$ cat config.mk
export PLATFORM = sky130hd
export DESIGN_NAME = bsg_nasti_master_req
export DESIGN_NICKNAME = d
export VERILOG_FILES = /design/src/rtl/bsg_rocket_pkg.sv /design/src/rtl/bsg_nasti_master_req.sv
export SDC_FILE = /design/constraint.sdc
export NUM_CORES = 1
export LEC_CHECK = 0
export ABC_AREA = 1
export ABC_CLOCK_PERIOD_IN_PS = 2100
export BUFFER_PORTS_ARGS = -buffer_cell sky130_fd_sc_hd__buf_2
export CAP_MARGIN = 20
export CORE_MARGIN = 2
export CORE_UTILIZATION = 43
export DETAILED_ROUTE_END_ITERATION = 10
export PLACE_DENSITY = 0.81
export SKIP_CTS_REPAIR_TIMING = 1
export SYNTH_ARGS = -nofsm -noshare
export SYNTH_HDL_FRONTEND = slang
export SYNTH_SLANG_ARGS = --single-unit
$ cat constraint.sdc
create_clock -name clk_i -period 2.1 [get_ports clk_i]
set_input_delay 0.42 -clock clk_i [delete_from_list [all_inputs] [get_ports clk_i]]
set_output_delay 0.42 -clock clk_i [all_outputs]
set_load 0.02 [all_outputs]
$ cat src/rtl/bsg_rocket_pkg.sv
// Shared NASTI tunnel types, packet defaults and decoder FSM encoding.
package bsg_rocket_pkg;

    localparam int unsigned NastiAddrWidth = 32;
    localparam int unsigned NastiIdWidth   = 5;
    localparam int unsigned NastiDataWidth = 32;
    localparam int unsigned NastiStrbWidth = NastiDataWidth / 8;

    typedef struct packed {
        logic [NastiAddrWidth-1:0] addr;
        logic [NastiIdWidth-1:0]   id;
        logic                      rw;
    } bsg_nasti_sa_pkt;

    localparam int unsigned TunWidth = $bits(bsg_nasti_sa_pkt);

    typedef logic [TunWidth-1:0] bsg_tun_dmx_t;

    // Data words share the tunnel width with address words; upper bits are padding.
    typedef struct packed {
        logic [TunWidth-NastiDataWidth-2:0] pad;
        logic [NastiDataWidth-1:0]          data;
        logic                               last;
    } bsg_nasti_sw_pkt;

    typedef struct packed {
        logic [NastiAddrWidth-1:0] addr;
        logic [7:0]                len;
        logic [2:0]                size;
        logic [1:0]                burst;
        logic [NastiIdWidth-1:0]   id;
    } bsg_nasti_a_pkt;

    typedef struct packed {
        logic [NastiDataWidth-1:0] data;
        logic [NastiStrbWidth-1:0] strb;
        logic                      last;
    } bsg_nasti_w_pkt;

    typedef struct packed {
        logic [NastiIdWidth-1:0] id;
        logic [1:0]              resp;
    } bsg_nasti_b_pkt;

    localparam logic [7:0]                NastiLenDefault   = 8'd0;
    localparam logic [2:0]                NastiSizeDefault  = 3'd2;
    localparam logic [1:0]                NastiBurstDefault = 2'b01;
    localparam logic [NastiStrbWidth-1:0] NastiStrbDefault  = '1;

    typedef enum logic [5:0] {
        StIdle  = 6'b000001,
        StRaddr = 6'b000010,
        StWaddr = 6'b000100,
        StWwait = 6'b001000,
        StWdata = 6'b010000,
        StWresp = 6'b100000
    } req_state_e;

    function automatic bsg_nasti_a_pkt make_a_pkt(input bsg_nasti_sa_pkt sa);
        bsg_nasti_a_pkt p;
        p.addr  = sa.addr;
        p.len   = NastiLenDefault;
        p.size  = NastiSizeDefault;
        p.burst = NastiBurstDefault;
        p.id    = sa.id;
        return p;
    endfunction

endpackage

$ cat src/rtl/bsg_nasti_master_req.sv
// Decodes tunnelled NASTI request words into AR / AW / W transactions and sinks B responses,
// counting non-OKAY responses with a saturating counter.
module bsg_nasti_master_req
    import bsg_rocket_pkg::*;
#(
    parameter int unsigned err_cnt_width_p = 8
) (
    input  logic                       clk_i,
    input  logic                       reset_n_i,
    input  logic                       req_valid_i,
    input  bsg_tun_dmx_t               req_data_i,
    output logic                       req_yumi_o,
    output logic                       nasti_ar_valid_o,
    output bsg_nasti_a_pkt             nasti_ar_data_o,
    input  logic                       nasti_ar_ready_i,
    output logic                       nasti_aw_valid_o,
    output bsg_nasti_a_pkt             nasti_aw_data_o,
    input  logic                       nasti_aw_ready_i,
    output logic                       nasti_w_valid_o,
    output bsg_nasti_w_pkt             nasti_w_data_o,
    input  logic                       nasti_w_ready_i,
    input  logic                       nasti_b_valid_i,
    input  bsg_nasti_b_pkt             nasti_b_data_i,
    output logic                       nasti_b_ready_o,
    output logic [err_cnt_width_p-1:0] b_err_cnt_o
);

    req_state_e                 state_q, state_d;
    bsg_tun_dmx_t               data_q, data_d;
    logic [err_cnt_width_p-1:0] cnt_q, cnt_d;
    logic                       yumi;
    logic                       b_accept;
    bsg_nasti_sa_pkt            req_sa, hold_sa;
    bsg_nasti_sw_pkt            hold_sw;
    logic                       unused_fields;

    assign req_sa  = bsg_nasti_sa_pkt'(req_data_i);
    assign hold_sa = bsg_nasti_sa_pkt'(data_q);
    assign hold_sw = bsg_nasti_sw_pkt'(data_q);

    assign nasti_ar_data_o = make_a_pkt(hold_sa);
    assign nasti_aw_data_o = make_a_pkt(hold_sa);
    assign nasti_w_data_o  = '{data: hold_sw.data, strb: NastiStrbDefault, last: hold_sw.last};

    // Direction is taken from the incoming word so the branch lands in the same cycle as the latch.
    assign unused_fields = ^{req_sa.addr, req_sa.id, hold_sa.rw, hold_sw.pad, nasti_b_data_i.id};

    always_comb begin
        state_d          = state_q;
        data_d           = data_q;
        yumi             = 1'b0;
        nasti_ar_valid_o = 1'b0;
        nasti_aw_valid_o = 1'b0;
        nasti_w_valid_o  = 1'b0;
        nasti_b_ready_o  = 1'b0;
        unique case (state_q)
            StIdle: begin
                yumi = req_valid_i;
                if (req_valid_i) begin
                    data_d  = req_data_i;
                    state_d = req_sa.rw ? StWaddr : StRaddr;
                end
            end
            StRaddr: begin
                nasti_ar_valid_o = 1'b1;
                if (nasti_ar_ready_i) state_d = StIdle;
            end
            StWaddr: begin
                nasti_aw_valid_o = 1'b1;
                if (nasti_aw_ready_i) state_d = StWwait;
            end
            StWwait: begin
                yumi = req_valid_i;
                if (req_valid_i) begin
                    data_d  = req_data_i;
                    state_d = StWdata;
                end
            end
            StWdata: begin
                nasti_w_valid_o = 1'b1;
                if (nasti_w_ready_i) state_d = hold_sw.last ? StWresp : StWwait;
            end
            StWresp: begin
                nasti_b_ready_o = 1'b1;
                if (nasti_b_valid_i) state_d = StIdle;
            end
            default: state_d = StIdle;
        endcase
    end

    // The idle state would otherwise echo req_valid_i while reset is held.
    assign req_yumi_o = yumi & reset_n_i;

    assign b_accept = nasti_b_valid_i & nasti_b_ready_o;

    always_comb begin
        cnt_d = cnt_q;
        if (b_accept && (nasti_b_data_i.resp != 2'b00) && (cnt_q != '1)) begin
            cnt_d = cnt_q + {{(err_cnt_width_p-1){1'b0}}, 1'b1};
        end
    end

    assign b_err_cnt_o = cnt_q;

    always_ff @(posedge clk_i or negedge reset_n_i) begin
        if (!reset_n_i) begin
            state_q <= StIdle;
            data_q  <= '0;
            cnt_q   <= '0;
        end else begin
            state_q <= state_d;
            data_q  <= data_d;
            cnt_q   <= cnt_d;
        end
    end

endmodule
==> After elaboration in Yosys (flattened, before gate mapping) <==
Index checks and enable logic that the tools add are counted.
W data, S select, Z words.
{ "classes": {"n_addsub": 1, "n_eq_ne": 13, "muxes": 14, "bitwise_logic": 2, "n_reduce_logical": 6} }
{ "ops": {"columns": ["cell", "n"], "rows": [
  ["$mux W6", 7],
  ["$pmux W6 S6", 1],
  ["$ne A2 B2 Y1 const B", 6],
  ["$add A8 B1 Y8 const B", 1],
  ["$ne A8 B8 Y1 const B", 1],
  ["$eq A6 B1 Y1 const B", 1],
  ["$eq A6 B2 Y1 const B", 1],
  ["$eq A6 B3 Y1 const B", 1],
  ["$eq A6 B4 Y1 const B", 1],
  ["$eq A6 B5 Y1 const B", 1],
  ["$eq A6 B6 Y1 const B", 1],
  ["$reduce_and A6 Y1", 1],
  ["$mux W1", 5],
  ["$mux W3", 1],
  ["$and A1 B1 Y1", 2],
  ["$logic_and A1 B1 Y1", 2],
  ["$reduce_and A2 Y1", 1],
  ["$reduce_bool A2 Y1", 1],
  ["$reduce_or A2 Y1", 1]
]} }
{ "word_totals": {"register_bits": 52, "inputBits": 52, "output_inout_bits": 150, "word_cells": 39} }

==> Depth between registers and ports, before layout <==
Gate-level depths: netlist (run 1).
{ "logic_depth": {"ltp_word": 5, "ltp_mapped": 8} }

==> Worst setup path before layout (run 1) <==
OpenSTA, ideal clock, no wires.
{ "synth_path": {"path_kind": "register to output", "start": "register state_q[0]", "end": "output req_yumi_o", "arrival_time_ns": 1.404, "required_time_ns": 1.680, "path_slack_ns": 0.276, "path_stages_with_launch": 8, "n_path_buf": 1, "cell_sequence": "dfstp_2 -> inv_1 -> nor2_2 -> nand3_2 -> nand2_2 -> nand2_1 -> buf_2 -> nor2_1"} }
{ "synth_via": {"elab_chain_len": 4, "elab_cells_between_ends": 5, "classes_between": "2 x eq/ne; 1 x mux; 1 x bitwise; 1 x reduce/logical"} }
{ "synth_rtl": {"columns": ["item", "line_no", "text"], "rows": [
  ["from (decl)", "bsg_nasti_master_req.sv:28", "req_state_e state_q, state_d;"],
  ["from (signal assigned)", "bsg_nasti_master_req.sv:107", "state_q <= StIdle;"],
  ["from (signal assigned)", "bsg_nasti_master_req.sv:111", "state_q <= state_d;"],
  ["$eq A6 B4 Y1 or $eq A6 B1 Y1 (tied branches)", "bsg_nasti_master_req.sv:56", "unique case (state_q)"],
  ["$reduce_or A2 Y1 (no line) (*)", null, null],
  ["$mux W1 (*)", "bsg_nasti_master_req.sv:56", null],
  ["$and A1 B1 Y1 (*)", "bsg_nasti_master_req.sv:92", "assign req_yumi_o = yumi & reset_n_i;"],
  ["to (decl)", "bsg_nasti_master_req.sv:12", "output logic req_yumi_o,"]
]} }
Every way passes the cells marked *; elsewhere a longest branch is shown, timed or not.

==> Worst setup path in the final report (run 1) <==
Same ends and word-level chain as after synthesis.

==> impl_results.md, run 1 <==
- CTS buffer count: 5
- First-pass GRT wire length: 11,300 microns
- DR WL/cell: 11.9 microns
- Most frequent cells after synthesis: 105 x nand2_1, 99 x buf_4, 51 x dfrtp_1, 44 x nand3_1, 20 x inv_1
- Setup-failing EPs final: 0
- Later-pin clock latency in the skew report: approximately 300 ps
- Max Slew Vio Count: 0
- Reg2reg path depth: 8
- CTS tree: yes
- Synth Register Bits: between 50 and 60
- Vias in the first global route: 2,408
- Largest net degree at the start of global routing: 53
- Clk_skew: 5.21 ps
- Worst Tran Pin Value: ~670 ps
- Final min period: 1970 ps
- Combined area of the multi-input logic cells: 1120 sq um
- Arrival @ worst endpoint: ~1600 ps
- 1st-iter DRT viols: 59
- Total gr overflow: 0
- # diodes: 0
- Antenna violations before repair: 0
- Rel. slew slack: 55.3%
- Worst Setup Start Kind: register
- WL final: 7010 microns
- Clk slew on worst S/H paths: 100 ps
- Netlist Area Pre-Place: 3220 sq um
- FF+latch area: about 1300 sq um
- Main flop type after synthesis: dfrtp_1
- GRT Total Usage: between 10% and 20%
- Worst vdd ir: 523 uV
- Htree depth: 2
- Vias: between 2,000 and 3,000
- Routed Antenna Nets: 0
- CTS max path bufs: 2
- Net count reported at finish: 543
- Die ar.: 8190 sq um
- Pwr Density: 1700 nW/um^2
- Ports: 202
- Non-filler cells, final: 590
- Clk sinks: 52
- Syn-to-layout area delta: 13.4%
- DPL Wire Length: 5290 microns
- Run status: complete, no violations
- Max-Cap Viols: 0
- Hold Fails Final Rpt: 0
- PortBufs: between 150 and 200
- Top-count cell post-synth: nand2_1
- Synth area leaders: dfrtp_1 40%, buf_4 23%, nand2_1 12%
- Synth top area share: between 30% and 40%
- Root buffer cell: clkbuf_8
- Fraction of registers with async set/reset: 100%
- Yosys Warn Count: 0
- # rows: 31
- Cells after Synth: 392
- Yosys top cell by area: dfrtp_1
- Avg Inst Size Synth: 8.20 sq um
- Via density: around 4.5
- FMAX: around 510 MHz
- Worst setup EP type: output port
- Final critical-path share of the clock period: a little over nine tenths
- Yosys cell types: 27
- EDFF count, synth: 0
- CP Class: reg2out
- Gpl congestion: 0.808
- Die X: around 90 microns
- CORE AREA: 7250 sq um
- Worst path required time: 1680 ps
- Post-synthesis sequential area ratio: 40.5%
- Worst-path maximum fanout: 3
- Worst hold slack: between 200 and 300 ps
- Final Util: around 50%
- Layout cell share with drive strength beyond 1: 42.6%
- Fill cells: 741
- Post-route DRC: 0
- DR pass1 iterations: 4
- Placed Cells: 579
- Initial Utilization: about 44%
- Leak pwr: between 2 and 2.5 nW
- Die height: around 90 microns
- Hold WC Path Type: in2async
==> sequential cells by signal, summed over array words and instances, names as in the netlist <==
| signal | cells |
|---|---|
| state_q | 6 |
| data_q | 38 |
| b_err_cnt_o | 8 |
==> layer usage <==
metal  vias to the layer above  track usage [%]  wire [microns]
met2                       121             31.8            3720
met5                         -                0               0
met4                         0             3.46              46
li1                       1291                -               -
met1                      1215             19.3            2770
met3                         5             3.92             464
==> report_power, final <==
group          switching [W]  internal [W]  leakage, nW  total [W]
logic                0.00257       0.00116         1.52    0.00373
clock network       0.000349      0.000360       0.0548   0.000708
registers           0.000365       0.00141        0.658    0.00178
total                0.00329       0.00293         2.23    0.00621
==> critical path, stage by stage, from the launching register on <==
cell     delay, ps
dfstp_2        560
inv_2           40
nor2_2         130
nand3_2         90
nand2_2        110
nand2_2         60
nor2_2         120
buf_6          130
==> per-stage QoR <==
stage	setup slack, ps	cell area, sq um	TNS (ps)	total power (W)
2_1_floorplan	276	3320	0	0.00514
3_3_place_gp	457	3500	0	0.00541
3_5_place_dp	429	3500	0	0.00548
4_1_cts	83.0	3610	0	0.00619
5_1_grt	-2.24	3650	-2.24	0.00665
6_report	129	3650	0	0.00621
==> cell families after synthesis <==
logic type	Yosys count	share of synthesized area (%)
AOI/OAI and AO/OA	5	0.778
DFF	52	40.5
xor gates and xnor gates	5	1.36
adders and majority gates	1	0.389
and+or+nand+nor	194	28.8
other	2	0.234
buffers and inverters	133	27.9
==> area by class of cell <==
cell class	count	share of cell area (%)
clock buffer	5	1.89
clock inverter	3	1.27
inverter	22	2.26
multi-input combinational	235	30.9
sequential	52	35.7
tap	99	3.40
timing repair buffer	174	24.6
==> cell usage in the layout (no fill, tap or decap), types with 3 or more instances in the layout <==
cell,netlist,final
conb_1,2,30
nand3_2,12,12
inv_2,2,3
nor2_4,3,3
buf_4,99,8
nor2_1,16,15
nand2_2,3,4
dfrtp_1,51,51
buf_2,7,165
xnor2_1,4,4
nand2_1,105,104
o21ai_1,4,4
nor2_2,2,3
clkbuf_8,0,5
inv_1,20,19
nand3_1,44,44
nand4_1,5,5
==> final timing paths <==
kind / end / startpoint / slack, ps
hold reg to reg: data_q[37]$_DFFE_PN0P_ / data_q[37]$_DFFE_PN0P_ / 500
setup reg to reg: state_q[3]$_DFFE_PN0P_ / state_q[0]$_DFFE_PN1P_ / 500
max in group asynchronous: data_q[25]$_DFFE_PN0P_ / reset_n_i / 1410
hold / removal: state_q[1]$_DFFE_PN0P_ / reset_n_i / 250
min in group clk_i: data_q[30]$_DFFE_PN0P_ / req_data_i[30] / 340
setup / recovery: req_yumi_o / state_q[0]$_DFFE_PN1P_ / 130
No activity file was read; power rests on OpenSTA's default activity.
==> run 2: changes to the inputs <==
--- a/config.mk
+++ b/config.mk
@@ -10,9 +10,10 @@
 export BUFFER_PORTS_ARGS = -buffer_cell sky130_fd_sc_hd__buf_2
 export CAP_MARGIN = 20
 export CORE_MARGIN = 2
-export CORE_UTILIZATION = 43
+export CORE_UTILIZATION = 44
+export CTS_BUF_LIST = sky130_fd_sc_hd__clkbuf_4 sky130_fd_sc_hd__clkbuf_8
 export DETAILED_ROUTE_END_ITERATION = 10
-export PLACE_DENSITY = 0.81
+export PLACE_DENSITY = 0.82
 export SKIP_CTS_REPAIR_TIMING = 1
 export SYNTH_ARGS = -nofsm -noshare
 export SYNTH_HDL_FRONTEND = slang
==> impl_results.md, run 2 (synthesis results as in run 1) <==
- Run status: complete, no violations
- CTS max path bufs: 2 (unchanged)
- Largest net degree at the start of global routing: 53 (unchanged)
- Final Util: 50.5% (+0.25 points)
- Final min period: 1950 ps (-20.7 ps)
- Worst path required time: 1680 ps (about the same)
- FMAX: 513 MHz (+1.1%)
- Routed Antenna Nets: 0 (unchanged)
- Total negative setup slack: 0 ps (unchanged)
- Worst-path maximum fanout: 7 (+4)
- R2r endpoint: data_q[30]$_DFFE_PN0P_
- Sw Ratio: 52.9% (about the same)
- Initial Utilization: 44.8% (+0.48 points)
- Antenna violations before repair: 0 (unchanged)
- Worst Setup Start Kind: register
- Fill cells: 713 (-3.8%)
- Net count reported at finish: 541 (-0.37%)
- Total gr overflow: 0 (unchanged)
- Vias in the first global route: 2,190 (-9.1%)
- Max Slew Vio Count: 0 (unchanged)
- GRT Total Usage: 16.2% (-0.67 points)
- # rows: 31 (unchanged)
- Htree depth: 2 (unchanged)
- Sequential Power Share: 28.9% (+0.3 points)
- WL final: 6740 microns (-3.8%)
- CP Class: reg2out
- Arrival @ worst endpoint: 1530 ps (-20 ps)
- Syn-to-layout area delta: 12.7%
- Max incr delay on CP: 390 ps (-170 ps)
- Die ar.: 8010 sq um (-2.2%)
- P_sw: 0.00324 W (-1.5%)
- CP Cell Sequence: buf_4 -> nor2_4 -> nand3_1 -> nand2_2 -> nand2_1 -> nor2_2 -> buf_4
- Setup-failing EPs final: 0 (unchanged)
- Comb pwr share: 59.6% (-0.4 points)
- CP Buf/Inv Count: 2 (unchanged)
- RSZ-0062 raised after global routing: false
- Pwr Density: 1690 nW/um^2 (-0.98%)
- 1st-iter DRT viols: 87 (+47%)
- Pwr Total: 0.00612 W (-1.6%)
- CTS buffer count: 5 (unchanged)
- Die height: 89.5 microns (-1.1%)
- Max reg flops: 38 (unchanged)
- Worst vdd ir: 512 uV (-2.2%)
- Clk slew on worst S/H paths: 100 ps (about the same)
- CORE AREA: 7180 sq um (-1.1%)
- Internal Power: 0.00288 W (-1.6%)
- Setup ws final: 149 ps (+20.7 ps)
- Layout cell share with drive strength beyond 1: 41.9% (-0.64 points)
- Hold Fails Final Rpt: 0 (unchanged)
- Via density: 4.48 (+0.38%)
- Rel. slew slack: 55.0% (-0.38 points)
- Largest Register: data_q
- DR pass1 iterations: 4 (unchanged)
- CTS tree: yes
- Most common cell after layout, fill and taps aside: buf_2
- Hold WC Path Type: in2async
- Reg2reg path depth: 8 (unchanged)
- RR Startpoint: state_q[0]$_DFFE_PN1P_
- Worst hold slack: 243 ps (-7.69 ps)
- # diodes: 0 (unchanged)
- Final critical-path share of the clock period: 92.9% (-0.98 points)
- Vias: 2,633 (+0.038%)
- CP top delay family: simple AND/OR/NAND/NOR gates
- Gpl congestion: 0.811 (+0.37%)
- DR WL/cell: 11.5 microns (-3.5%)
- Root buffer cell: clkbuf_8
- Later-pin clock latency in the skew report: 300 ps (about the same)
- Ports: 202 (unchanged)
- Worst slack, placed: 459 ps (+29.2 ps)
- Most frequent cells in the layout: 165 x buf_2, 105 x nand2_1, 51 x dfrtp_1, 44 x nand3_1, 30 x conb_1
- Cell mode on critical path: buf_4
- Max-Cap Viols: 0 (unchanged)
- Leak pwr: 2.22 nW (-0.38%)
- Worst setup EP type: output port
- DPL Wire Length: 5150 microns (-2.6%)
- Slowest-stage cell, CP: dfstp_2
- Die X: 89.5 microns (-1.1%)
- Clock power frac: 11.5% (about the same)
- Post-route DRC: 0 (unchanged)
- R2R setup slack: 500 ps (about the same)
- Clk_skew: 3.26 ps (-1.95 ps)
- PortBufs: 166 (unchanged)
- First-pass GRT wire length: 10,100 microns (-11%)
- Worst Tran Pin Value: 675 ps (+5.69 ps)
- Clk sinks: 52 (unchanged)
run 2: how the worst max path moves through the flow:
stage,from,to,cells past startpoint
finish,state_q[0]$_DFFE_PN1P_,req_yumi_o,7
global route,state_q[0]$_DFFE_PN1P_,req_yumi_o,7
CTS,state_q[0]$_DFFE_PN1P_,req_yumi_o,7
detailed placement,state_q[0]$_DFFE_PN1P_,req_yumi_o,7
global placement,state_q[0]$_DFFE_PN1P_,req_yumi_o,7
floorplan,state_q[0]$_DFFE_PN1P_,req_yumi_o,7
run 2: layout make-up:
class                      instances  area [sq um]  share of cell area [%]
sequential                        52          1300                    35.9
inverter                          22          82.6                    2.28
multi-input combinational        235          1120                    31.0
clock inverter                     3          46.3                    1.28
clock buffer                       5          68.8                    1.90
timing repair buffer             172           878                    24.2
tap                               99           124                    3.42
run 2: power by group through the flow:
stage	registers, W	clock network (W)	logic (W)
after CTS	0.00178	0.000733	0.00366
after detailed placement	0.00180	0	0.00366
after global routing	0.00185	0.000774	0.00403
after floorplan	0.00220	0	0.00294
after global placement	0.00176	0	0.00363
final	0.00177	0.000703	0.00365
run 2: metrics by stage:
step / cells / instance area (sq um)
6_report: 588 / 3620
5_1_grt: 588 / 3620
4_1_cts: 587 / 3610
3_5_place_dp: 579 / 3500
3_3_place_gp: 579 / 3500
2_1_floorplan: 420 / 3320
run 2: per-layer routing:
metal  vias up  track usage (%)  part of all wire, %
li1       1288                -                    -
met1      1223             19.1                   39
met2       115             30.1                   54
met3         7             3.32                  6.2
met4         0             3.53                 0.86
met5         -                0                    0
run 2: worst reg2reg max path, cell delays in order, from the launching register on:
cell and delay (ps):
dfstp_2 560, buf_4 120, nor2_4 50, nand3_1 120, nand2_2 80, nand2_1 90, buf_4 350, nand2_1 110
nand2_1 80
==> run 3: changes to the inputs <==
--- a/config.mk
+++ b/config.mk
@@ -7,13 +7,13 @@
 export LEC_CHECK = 0
 export ABC_AREA = 1
 export ABC_CLOCK_PERIOD_IN_PS = 2100
-export BUFFER_PORTS_ARGS = -buffer_cell sky130_fd_sc_hd__buf_2
 export CAP_MARGIN = 20
-export CORE_MARGIN = 2
-export CORE_UTILIZATION = 44
+export CORE_AREA = 2 2 78 80
 export CTS_BUF_LIST = sky130_fd_sc_hd__clkbuf_4 sky130_fd_sc_hd__clkbuf_8
 export DETAILED_ROUTE_END_ITERATION = 10
-export PLACE_DENSITY = 0.82
+export DIE_AREA = 0 0 80 82
+export DONT_BUFFER_PORTS = 1
+export PLACE_DENSITY = 0.72
 export SKIP_CTS_REPAIR_TIMING = 1
 export SYNTH_ARGS = -nofsm -noshare
 export SYNTH_HDL_FRONTEND = slang
==> impl_results.md, run 3 (synthesis results as in run 1) <==
- CTS buffer count: 5 (unchanged)
- Reg2reg path depth: 7 (-1)
- Total gr overflow: 0 (unchanged)
- # rows: 28 (-9.7%)
- Slowest-stage cell, CP: dfstp_2
- Die height: 82 microns (-8.4%)
- RR Startpoint: b_err_cnt_o[0]$_DFFE_PN0P_
- First-pass GRT wire length: 8470 microns (-16%)
- PortBufs: 0 (-100%)
- Total negative setup slack: 0 ps (unchanged)
- CP Cell Sequence: inv_1 -> nor2_2 -> nand3_2 -> nand2_2 -> nand2_1 -> nor2_1 -> buf_4
- DPL Wire Length: 4020 microns (-22%)
- Root buffer cell: clkbuf_8
- Worst path required time: 1680 ps (about the same)
- Clk sinks: 52 (unchanged)
- Worst Tran Pin Value: 627 ps (-48.0 ps)
- Syn-to-layout area delta: -14.0%
- Net count reported at finish: 375 (-31%)
- Pwr Density: 1830 nW/um^2 (+8.5%)
- Final min period: 1940 ps (-7.84 ps)
- 1st-iter DRT viols: 76 (-13%)
- Hold-critical path depth: 2
- Max Slew Vio Count: 0 (unchanged)
- Pwr Total: 0.00506 W (-17%)
- DR WL/cell: 14.2 microns (+24%)
- Hold Fails Final Rpt: 0 (unchanged)
- Final critical-path share of the clock period: 92.5% (-0.37 points)
- Die X: 80 microns (-11%)
- CORE AREA: 5750 sq um (-20%)
- Ports: 202 (unchanged)
- Largest Register: data_q
- Most common cell after layout, fill and taps aside: nand2_1
- Run status: complete, no violations
- DR pass1 iterations: 4 (unchanged)
- Most frequent cells in the layout: 105 x nand2_1, 51 x dfrtp_1, 44 x nand3_1, 30 x conb_1, 20 x inv_1
- GRT Total Usage: 16.4% (+0.20 points)
- RSZ-0062 raised after global routing: false
- Worst Setup Start Kind: register
- Arrival @ worst endpoint: 1520 ps (about the same)
- CTS max path bufs: 2 (unchanged)
- Leak pwr: 1.50 nW (-33%)
- Vias in the first global route: 1,881 (-14%)
- FMAX: 515 MHz (+0.40%)
- Layout cell share with drive strength beyond 1: 11.5% (-30 points)
- Largest net degree at the start of global routing: 54 (+1.9%)
- Hold WC Path Type: in2reg
- CP Class: reg2out
- Worst hold slack: 245 ps (+2.31 ps)
- Vias: 1,947 (-26%)
- Antenna violations before repair: 0 (unchanged)
- Gpl congestion: 0.851 (+5.0%)
- Max reg flops: 38 (unchanged)
- Die ar.: 6560 sq um (-18%)
- Routed Antenna Nets: 0 (unchanged)
- R2R setup slack: 420 ps (-80 ps)
- Htree depth: 2 (unchanged)
- Post-route DRC: 0 (unchanged)
- Via density: 4.88 (+9.0%)
- Worst vdd ir: 727 uV (+42%)
- Clk_skew: 6.94 ps (+3.68 ps)
- CTS tree: yes
- Max-Cap Viols: 0 (unchanged)
- Rel. slew slack: 58.2% (+3.2 points)
- WL final: 5660 microns (-16%)
- Max incr delay on CP: 570 ps (+180 ps)
- Setup-failing EPs final: 0 (unchanged)
- R2r endpoint: b_err_cnt_o[5]$_DFFE_PN0P_
- Worst setup EP type: output port
- Critical Path Sink: req_yumi_o
- Later-pin clock latency in the skew report: 290 ps (about the same)
- Worst-path maximum fanout: 3 (-4)
- Clk slew on worst S/H paths: 90 ps (about the same)
- CP startpoint: state_q[0]$_DFFE_PN1P_
- Initial Utilization: 56.0% (+11 points)
run 3: cell types whose count changed in the layout (fill, tap and decap cells not counted), sizes merged:
cell,delta
inv,-1
clkbuf,+2
dlygate4sd3,+1
bufinv,-1
diode,+1
buf,-167
run 3: metrics by stage:
step	cells	utilization (%)	setup WS (ps)	cell area [sq um]
finish	399	48.1	157	2770
detailed placement	388	45.8	439	2630
floorplan	420	-	276	3320
global route	398	48.1	16.2	2760
CTS	396	47.5	130	2730
global placement	388	45.8	444	2630
run 3: final cells by class:
class,instances,area [sq um]
fill,580,2980
multi-input combinational,235,1120
tap,75,93.8
sequential,52,1300
antenna,1,2.50
inverter,22,82.6
timing repair buffer,6,67.6
clock buffer,7,90.1
clock inverter,1,7.51
run 3: power by group:
group          internal [W]  switching, W
logic              0.000431      0.000942
clock network      0.000281      0.000313
registers           0.00138       0.00171
run 3: worst min-delay path by stage:
stage / from / to
5_1_grt: req_data_i[8] / data_q[8]$_DFFE_PN0P_
3_3_place_gp: reset_n_i / b_err_cnt_o[7]$_DFFE_PN0P_
4_1_cts: reset_n_i / b_err_cnt_o[7]$_DFFE_PN0P_
2_1_floorplan: reset_n_i / b_err_cnt_o[0]$_DFFE_PN0P_
6_report: req_data_i[36] / data_q[36]$_DFFE_PN0P_
3_5_place_dp: reset_n_i / b_err_cnt_o[7]$_DFFE_PN0P_
run 3: routing by layer:
layer	share of wire [%]	track usage, %	up-vias
met5	0	0	-
met4	0.48	4.07	0
met3	7.8	5.93	2
met2	52	30.7	79
met1	40	17.5	912
li1	-	-	954
run 3: worst max-delay path, delay by kind of cell, from the launching register on:
family	cells	cell delay, ps
flip-flops	1	570
AND/OR/NAND/NOR	5	470
buffers and inverters	2	200
